**config.mk**
```make
export PLATFORM = sky130hd
export DESIGN_NAME = atpg_pattern_sequencer_flat
export DESIGN_NICKNAME = d
export VERILOG_FILES = /design/src/rtl/atpg_pattern_sequencer_if.sv /design/src/rtl/atpg_pattern_sequencer.sv /design/src/flat_wrapper.sv
export SDC_FILE = /design/constraint.sdc
export NUM_CORES = 1
export LEC_CHECK = 0
export CORE_MARGIN = 2
export CORE_UTILIZATION = 50
export CTS_BUF_LIST = sky130_fd_sc_hd__clkbuf_8
export CTS_CLUSTER_SIZE = 16
export DETAILED_ROUTE_END_ITERATION = 6
export GPL_ROUTABILITY_DRIVEN = 0
export GPL_TIMING_DRIVEN = 0
export HOLD_SLACK_MARGIN = 0.03
export PLACE_DENSITY = 0.76
export SYNTH_ARGS = -nofsm -noshare
export SYNTH_HDL_FRONTEND = slang
export SYNTH_SLANG_ARGS = --single-unit
```
**constraint.sdc**
```tcl
create_clock -name clk -period 1.85 [get_ports clk]
set_input_delay 0.37 -clock clk [delete_from_list [all_inputs] [get_ports clk]]
set_output_delay 0.37 -clock clk [all_outputs]
set_load 0.03 [all_outputs]
```
**src/rtl/atpg_pattern_sequencer_if.sv**
```systemverilog
// ---------------------------------------------------------------------------
// atpg_pattern_sequencer_if
//   Bundles everything between the pattern sequencer and its surroundings:
//   the run control (start), the pattern-memory write bus, the drive/observe
//   pair towards injection_module (dut_in / dut_y) and the result signals.
//
//   master : controller / bench side (drives start, pattern writes, dut_y)
//   slave  : atpg_pattern_sequencer
//
//   Signals
//     start        run request, sampled only while the sequencer is idle/done
//     pat_we       pattern write enable, ignored while busy
//     pat_waddr    pattern write address
//     pat_v1       initialisation vector {a,b,e,f}
//     pat_v2       launch vector {a,b,e,f}
//     pat_exp      expected y for the pattern
//     dut_in       vector driven into injection_module
//     dut_y        response from injection_module
//     busy / done  run in progress / run complete (done held)
//     pat_idx      pattern being applied or last sampled
//     sample_valid one-cycle strobe qualifying sample_y and mismatch
//     sample_y     captured dut_y
//     mismatch     sample_y differs from expected
//     fail_count   mismatching patterns in the current run
//     any_fail     fail_count is nonzero
//     state_dbg    current sequencer state, for observation only
// ---------------------------------------------------------------------------
interface atpg_pattern_sequencer_if #(
    parameter int IN_W   = 4,
    parameter int PAT_AW = 2,
    parameter int CNT_W  = 3
);
    logic              start;
    logic              pat_we;
    logic [PAT_AW-1:0] pat_waddr;
    logic [IN_W-1:0]   pat_v1;
    logic [IN_W-1:0]   pat_v2;
    logic              pat_exp;
    logic [IN_W-1:0]   dut_in;
    logic              dut_y;
    logic              busy;
    logic              done;
    logic [PAT_AW-1:0] pat_idx;
    logic              sample_valid;
    logic              sample_y;
    logic              mismatch;
    logic [CNT_W-1:0]  fail_count;
    logic              any_fail;
    logic [2:0]        state_dbg;

    modport master (
        output start, pat_we, pat_waddr, pat_v1, pat_v2, pat_exp, dut_y,
        input  dut_in, busy, done, pat_idx, sample_valid, sample_y,
               mismatch, fail_count, any_fail, state_dbg
    );

    modport slave (
        input  start, pat_we, pat_waddr, pat_v1, pat_v2, pat_exp, dut_y,
        output dut_in, busy, done, pat_idx, sample_valid, sample_y,
               mismatch, fail_count, any_fail, state_dbg
    );
endinterface

```
**src/rtl/atpg_pattern_sequencer.sv**
```systemverilog
// ---------------------------------------------------------------------------
// atpg_pattern_sequencer
//   Replays stored two-vector transition-fault patterns into injection_module.
//   Per pattern: hold V1 for HOLD_CYC cycles, apply V2 for SETTLE_CYC cycles,
//   keep V2 for one sample cycle, then capture dut_y and compare it with the
//   expected response. A run walks patterns 0..N_PAT-1 back to back.
//
//   Ports
//     clk    rising-edge system clock
//     rst_n  synchronous active-low reset (pattern memory is kept)
//     bus    atpg_pattern_sequencer_if.slave (see interface header)
//
//   Handshake: there is no backpressure anywhere. start is a request that is
//   accepted on any rising edge where the sequencer is IDLE or DONE and is
//   otherwise ignored; sample_valid is a pure one-cycle strobe qualifying
//   sample_y/mismatch and the consumer must take it in that cycle; pattern
//   writes complete at the edge where pat_we is high and the sequencer is not
//   busy, and a write coinciding with an accepted start lands first.
// ---------------------------------------------------------------------------
module atpg_pattern_sequencer #(
    parameter int N_PAT      = 4,
    parameter int IN_W       = 4,
    parameter int PAT_AW     = 2,
    parameter int HOLD_CYC   = 8,
    parameter int SETTLE_CYC = 1,
    parameter int CNT_W      = 3
) (
    input logic                    clk,
    input logic                    rst_n,
    atpg_pattern_sequencer_if.slave bus
);
    localparam int MAX_CYC = (HOLD_CYC > SETTLE_CYC) ? HOLD_CYC : SETTLE_CYC;
    localparam int CW      = $clog2(MAX_CYC) + 1;
    localparam int DEPTH   = 1 << PAT_AW;

    localparam logic [CW-1:0]     HOLD_LAST   = CW'(HOLD_CYC - 1);
    localparam logic [CW-1:0]     SETTLE_LAST = CW'(SETTLE_CYC - 1);
    localparam logic [PAT_AW-1:0] LAST_IDX    = PAT_AW'(N_PAT - 1);
    localparam logic [PAT_AW:0]   N_PAT_EXT   = (PAT_AW + 1)'(N_PAT);

    typedef enum logic [2:0] {
        S_IDLE = 3'd0,
        S_V1   = 3'd1,
        S_V2   = 3'd2,
        S_SAMP = 3'd3,
        S_DONE = 3'd4
    } state_t;

    state_t            state, state_next;
    logic [CW-1:0]     cnt, cnt_next;
    // cur_idx steers memory reads; pat_idx is its one-cycle-late copy so the
    // consumer still sees the sampled index during the sample strobe.
    logic [PAT_AW-1:0] cur_idx, cur_idx_next;

    logic [IN_W-1:0]   dut_in_next;
    logic              busy_next, done_next;
    logic [PAT_AW-1:0] pat_idx_next;
    logic              sv_next, sy_next, mm_next;
    logic [CNT_W-1:0]  fc_next;

    // Pattern memory, sized to the full address space so every index is legal.
    logic [IN_W-1:0] v1_mem  [DEPTH];
    logic [IN_W-1:0] v2_mem  [DEPTH];
    logic            exp_mem [DEPTH];

    logic            idle_like;
    logic            wr_en;
    logic [IN_W-1:0] v1_first;

    assign idle_like = (state == S_IDLE) || (state == S_DONE);
    assign wr_en     = bus.pat_we && idle_like && ({1'b0, bus.pat_waddr} < N_PAT_EXT);

    // A write to pattern 0 in the start cycle must reach the first V1 vector,
    // so forward the write data instead of the stale memory word.
    assign v1_first = (wr_en && (bus.pat_waddr == '0)) ? bus.pat_v1 : v1_mem[0];

    always_ff @(posedge clk) begin
        if (wr_en) begin
            v1_mem[bus.pat_waddr]  <= bus.pat_v1;
            v2_mem[bus.pat_waddr]  <= bus.pat_v2;
            exp_mem[bus.pat_waddr] <= bus.pat_exp;
        end
    end

    always_comb begin
        state_next   = state;
        cnt_next     = cnt;
        cur_idx_next = cur_idx;
        dut_in_next  = bus.dut_in;
        busy_next    = bus.busy;
        done_next    = bus.done;
        pat_idx_next = cur_idx;
        sv_next      = 1'b0;
        sy_next      = bus.sample_y;
        mm_next      = bus.mismatch;
        fc_next      = bus.fail_count;

        case (state)
            S_IDLE, S_DONE: begin
                if (bus.start) begin
                    state_next   = S_V1;
                    cnt_next     = '0;
                    cur_idx_next = '0;
                    pat_idx_next = '0;
                    dut_in_next  = v1_first;
                    busy_next    = 1'b1;
                    done_next    = 1'b0;
                    fc_next      = '0;
                end
            end
            S_V1: begin
                if (cnt == HOLD_LAST) begin
                    state_next  = S_V2;
                    cnt_next    = '0;
                    dut_in_next = v2_mem[cur_idx];
                end else begin
                    cnt_next = cnt + CW'(1);
                end
            end
            S_V2: begin
                if (cnt == SETTLE_LAST) begin
                    state_next = S_SAMP;
                    cnt_next   = '0;
                end else begin
                    cnt_next = cnt + CW'(1);
                end
            end
            S_SAMP: begin
                sv_next = 1'b1;
                sy_next = bus.dut_y;
                mm_next = bus.dut_y ^ exp_mem[cur_idx];
                if (bus.dut_y ^ exp_mem[cur_idx]) begin
                    fc_next = bus.fail_count + CNT_W'(1);
                end
                if (cur_idx != LAST_IDX) begin
                    // Next pattern's V1 lands in the same cycle as the strobe.
                    state_next   = S_V1;
                    cur_idx_next = cur_idx + PAT_AW'(1);
                    dut_in_next  = v1_mem[cur_idx + PAT_AW'(1)];
                end else begin
                    state_next  = S_DONE;
                    busy_next   = 1'b0;
                    done_next   = 1'b1;
                    dut_in_next = '0;
                end
            end
            default: begin
                state_next = S_IDLE;
            end
        endcase
    end

    always_ff @(posedge clk) begin
        if (!rst_n) begin
            state            <= S_IDLE;
            cnt              <= '0;
            cur_idx          <= '0;
            bus.dut_in       <= '0;
            bus.busy         <= 1'b0;
            bus.done         <= 1'b0;
            bus.pat_idx      <= '0;
            bus.sample_valid <= 1'b0;
            bus.sample_y     <= 1'b0;
            bus.mismatch     <= 1'b0;
            bus.fail_count   <= '0;
        end else begin
            state            <= state_next;
            cnt              <= cnt_next;
            cur_idx          <= cur_idx_next;
            bus.dut_in       <= dut_in_next;
            bus.busy         <= busy_next;
            bus.done         <= done_next;
            bus.pat_idx      <= pat_idx_next;
            bus.sample_valid <= sv_next;
            bus.sample_y     <= sy_next;
            bus.mismatch     <= mm_next;
            bus.fail_count   <= fc_next;
        end
    end

    assign bus.any_fail  = (bus.fail_count != '0);
    assign bus.state_dbg = state;

endmodule

```
**src/flat_wrapper.sv**
```systemverilog
// flat-port wrapper written by rule: the top's interface ports become plain ports
module atpg_pattern_sequencer_flat 
#(
    parameter int N_PAT      = 4,
    parameter int IN_W       = 4,
    parameter int PAT_AW     = 2,
    parameter int HOLD_CYC   = 8,
    parameter int SETTLE_CYC = 1,
    parameter int CNT_W      = 3
)
  (clk, rst_n, bus_start, bus_pat_we, bus_pat_waddr, bus_pat_v1, bus_pat_v2, bus_pat_exp, bus_dut_y, bus_dut_in, bus_busy, bus_done, bus_pat_idx, bus_sample_valid, bus_sample_y, bus_mismatch, bus_fail_count, bus_any_fail, bus_state_dbg);
  atpg_pattern_sequencer_if #(.IN_W(IN_W), .PAT_AW(PAT_AW), .CNT_W(CNT_W)) bus_i ();
  input logic clk;
  input logic rst_n;
  input wire logic [$bits(bus_i.start)-1:0] bus_start;
  input wire logic [$bits(bus_i.pat_we)-1:0] bus_pat_we;
  input wire logic [$bits(bus_i.pat_waddr)-1:0] bus_pat_waddr;
  input wire logic [$bits(bus_i.pat_v1)-1:0] bus_pat_v1;
  input wire logic [$bits(bus_i.pat_v2)-1:0] bus_pat_v2;
  input wire logic [$bits(bus_i.pat_exp)-1:0] bus_pat_exp;
  input wire logic [$bits(bus_i.dut_y)-1:0] bus_dut_y;
  output wire logic [$bits(bus_i.dut_in)-1:0] bus_dut_in;
  output wire logic [$bits(bus_i.busy)-1:0] bus_busy;
  output wire logic [$bits(bus_i.done)-1:0] bus_done;
  output wire logic [$bits(bus_i.pat_idx)-1:0] bus_pat_idx;
  output wire logic [$bits(bus_i.sample_valid)-1:0] bus_sample_valid;
  output wire logic [$bits(bus_i.sample_y)-1:0] bus_sample_y;
  output wire logic [$bits(bus_i.mismatch)-1:0] bus_mismatch;
  output wire logic [$bits(bus_i.fail_count)-1:0] bus_fail_count;
  output wire logic [$bits(bus_i.any_fail)-1:0] bus_any_fail;
  output wire logic [$bits(bus_i.state_dbg)-1:0] bus_state_dbg;
  assign bus_i.start = bus_start;
  assign bus_i.pat_we = bus_pat_we;
  assign bus_i.pat_waddr = bus_pat_waddr;
  assign bus_i.pat_v1 = bus_pat_v1;
  assign bus_i.pat_v2 = bus_pat_v2;
  assign bus_i.pat_exp = bus_pat_exp;
  assign bus_i.dut_y = bus_dut_y;
  assign bus_dut_in = bus_i.dut_in;
  assign bus_busy = bus_i.busy;
  assign bus_done = bus_i.done;
  assign bus_pat_idx = bus_i.pat_idx;
  assign bus_sample_valid = bus_i.sample_valid;
  assign bus_sample_y = bus_i.sample_y;
  assign bus_mismatch = bus_i.mismatch;
  assign bus_fail_count = bus_i.fail_count;
  assign bus_any_fail = bus_i.any_fail;
  assign bus_state_dbg = bus_i.state_dbg;
  atpg_pattern_sequencer #(.N_PAT(N_PAT), .IN_W(IN_W), .PAT_AW(PAT_AW), .HOLD_CYC(HOLD_CYC), .SETTLE_CYC(SETTLE_CYC), .CNT_W(CNT_W)) u_core (.clk(clk), .rst_n(rst_n), .bus(bus_i));
endmodule
```
==> run metrics <==
EDFF count, synth 36; delay-heaviest family, CP simple AND/OR/NAND/NOR gates; average size of a mapped cell 13.4 sq um; layout cell share with drive strength beyond 1 16.1%; most frequent cells in the layout 36 x edfxtp_1, 29 x clkdlybuf4s50_1, 25 x dfxtp_1; GRT Overall Usage about a fifth; CTS clk-pin slew, worst paths 0.07 ns; PwrDens between 1000 and 1500 nW/um^2; via count 1711; cell count after synthesis between 150 and 200; nets about 260; Clock Tree Buf Depth 2; arrival time worst endpoint around 1.8 ns; CP Max Fanout 10; Critical Path RT 1.82 ns; Slew @ Worst Pin ~0.59 ns; diode count 0; Slew Viols, Final 0; # rows 26; number of global-route vias before repair 1705; Met1 Wirelength about 2.3 mm; initial antenna violation count 0; Static Leak 1.15 nW; Primary FF master, synth edfxtp_1; DR pass1 iterations 4; period utilization a little over nine tenths; Initial Util between 50% and 60%; DP Area 3020 sq um; Die H about 76 microns; total grt overflow 0; worst hold margin 0.457 ns; Die W ~76 microns; uppermost routed layer met4; post-synthesis instance area 2590 sq um; met2 WL ~2.5 mm; clk sink count 61; drt wl/cell 16.3 microns; Critical Path Sink Type flop; final setup TNS 0 ns; pre-CTS setup slack -0.571 ns; Area growth syn-to-layout 26.0%; post-DR vias/cell 5.48; final wirelength 5.09 mm; # IOs 34; Net Count, Synth roughly 220; CORE AREA 5040 sq um; global-route wire length before repair 8.36 mm; post-CTS setup buffers 0; register area share after synthesis 60.9%; worst rel slew slack 60.8%; DP HPWL 3.49 mm; cell-by-cell listing of the critical path clkbuf_8 -> nor2_1 -> nand3_1 -> nor2_2; Hold Crit Class reg2reg; Final Cell Area between 3000 and 4000 sq um; Peak supply drop 728 uV; DRC Markers 0; Post-CTS Hold Fix Bufs 0; DIE AREA 5780 sq um; CTS tree done; max cap viols 0; Worst Skew 0.00812 ns; H-tree Lvls 3; Ys Warns 0; slowest CP cell nor2_2; CTS Buf Count 9; crit path buf inv count 1; latest clock arrival within the worst-skew pair 0.33 ns; Yosys reg bits 61; pin count of the biggest net entering global routing 12; min cycle time layout 1.80 ns; unrepaired setup endpoints after global routing yes; max incr delay on CP 0.50 ns; startpoint types flop; Routed Antenna Nets 0; CTS root buf clkbuf_8; synth unique cells 42; DRT iter0 DRCs 108; most common cell after layout, fill and taps aside edfxtp_1; FMAX 0.555 GHz; Hold Fails Final Rpt 0; IO buf count 33; Setup WS post-layout 0.0482 ns; worst setup path category reg2reg; status completed; final setup vio count 0; met3 WL 223 microns; asr flop ratio synth 0%
timing repair:
item                       4_1_cts  5_1_grt
pin swaps                        0        0
setup endpoints to repair       42       27
gates resized for setup          9        5
gates cloned                     1        0
report_power, final:
group | internal (W) | total (W) | switching [W]
Combinational | 0.000434 | 0.00101 | 0.000576
Sequential | 0.00158 | 0.00168 | 0.0000973
Clock | 0.000753 | 0.00128 | 0.000526
Total | 0.00277 | 0.00397 | 0.00120
final timing paths:
kind	startpoint	endpoint	slack (ns)	cells past startpoint
worst min-delay path	u_core.bus.busy	u_core.bus.busy	0.46	2
worst min register to register	u_core.bus.busy	u_core.bus.busy	0.46	2
worst max-delay path	u_core.bus.state_dbg[0]	u_core.exp_mem[1]	0.05	4
worst max register to register	u_core.bus.state_dbg[0]	u_core.exp_mem[1]	0.05	4
metal layers:
| metal | global-route usage (%) | up-vias |
|---|---|---|
| li1 | - | 835 |
| met1 | 24.4 | 814 |
| met2 | 30.4 | 52 |
| met3 | 4.98 | 10 |
| met4 | 9.45 | 0 |
| met5 | 0 | - |
logic make-up after synthesis:
logic type | count (synthesis) | synth area share, %
adder cells (fa/ha/maj) | 5 | 2.41
flip-flops | 61 | 60.9
buffers and inverters | 18 | 4.24
AO/OA/AOI/OAI | 44 | 10.5
XOR/XNOR | 1 | 0.338
AND/OR/NAND/NOR | 54 | 11.9
multiplexers | 11 | 9.69
worst min-delay path, delay by kind of cell (launching register included):
family           cells  cell delay, ns
AND/OR/NAND/NOR      1            0.05
flip-flops           1            0.31
AO/OA/AOI/OAI        1            0.05
synth_stat cells (all sizes together), types with 2 or more instances:
| library cell | n | area, sq um |
|---|---|---|
| edfxtp | 36 | 1080 |
| dfxtp | 25 | 500 |
| nor2 | 15 | 56.3 |
| a21oi | 13 | 65.1 |
| nand2 | 10 | 37.5 |
| inv | 9 | 33.8 |
| mux4 | 9 | 218 |
| a31oi | 8 | 50.1 |
| o21ai | 8 | 40.0 |
| clkbuf | 6 | 42.5 |
| ha | 5 | 62.6 |
| nand3 | 5 | 25.0 |
| nor3b | 5 | 37.5 |
| a22oi | 4 | 30.0 |
| buf | 3 | 33.8 |
| nand2b | 3 | 26.3 |
| or3b | 3 | 26.3 |
| a211oi | 2 | 15.0 |
| a311oi | 2 | 17.5 |
| and3 | 2 | 12.5 |
| and3b | 2 | 17.5 |
| nand3b | 2 | 15.0 |
| o22ai | 2 | 12.5 |
per-stage QoR:
stage | total power, W | instances | utilization (%)
after floorplan | 0.00237 | 194 | -
after global placement | 0.00268 | 297 | 59.8
after detailed placement | 0.00269 | 297 | 59.8
after CTS | 0.00399 | 312 | 64.5
after global routing | 0.00416 | 312 | 64.8
final | 0.00397 | 312 | 64.8
state kept, by name (all words and copies together), names as in the netlist, named ones only:
register / flops
u_core.bus.pat_idx: 2
u_core.bus.done: 1
u_core.bus.fail_count: 3
u_core.cnt: 4
u_core.bus.mismatch: 1
u_core.bus.sample_valid: 1
u_core.bus.state_dbg: 3
u_core.cur_idx: 2
u_core.v2_mem: 16
u_core.v1_mem: 16
u_core.bus.sample_y: 1
u_core.exp_mem: 4
u_core.bus.dut_in: 4
u_core.bus.busy: 1
layout make-up:
type	instances	area (sq um)
fillers	377	1770
flip-flops and latches	61	1580
multi-input cells	115	941
repair buffers	33	334
clock buffers	9	124
clock inverters	7	90.1
well taps	70	87.6
plain buffers	7	68.8
inverters	9	37.5
repair inverters	1	5.00
(Power assumes the default switching activity.)
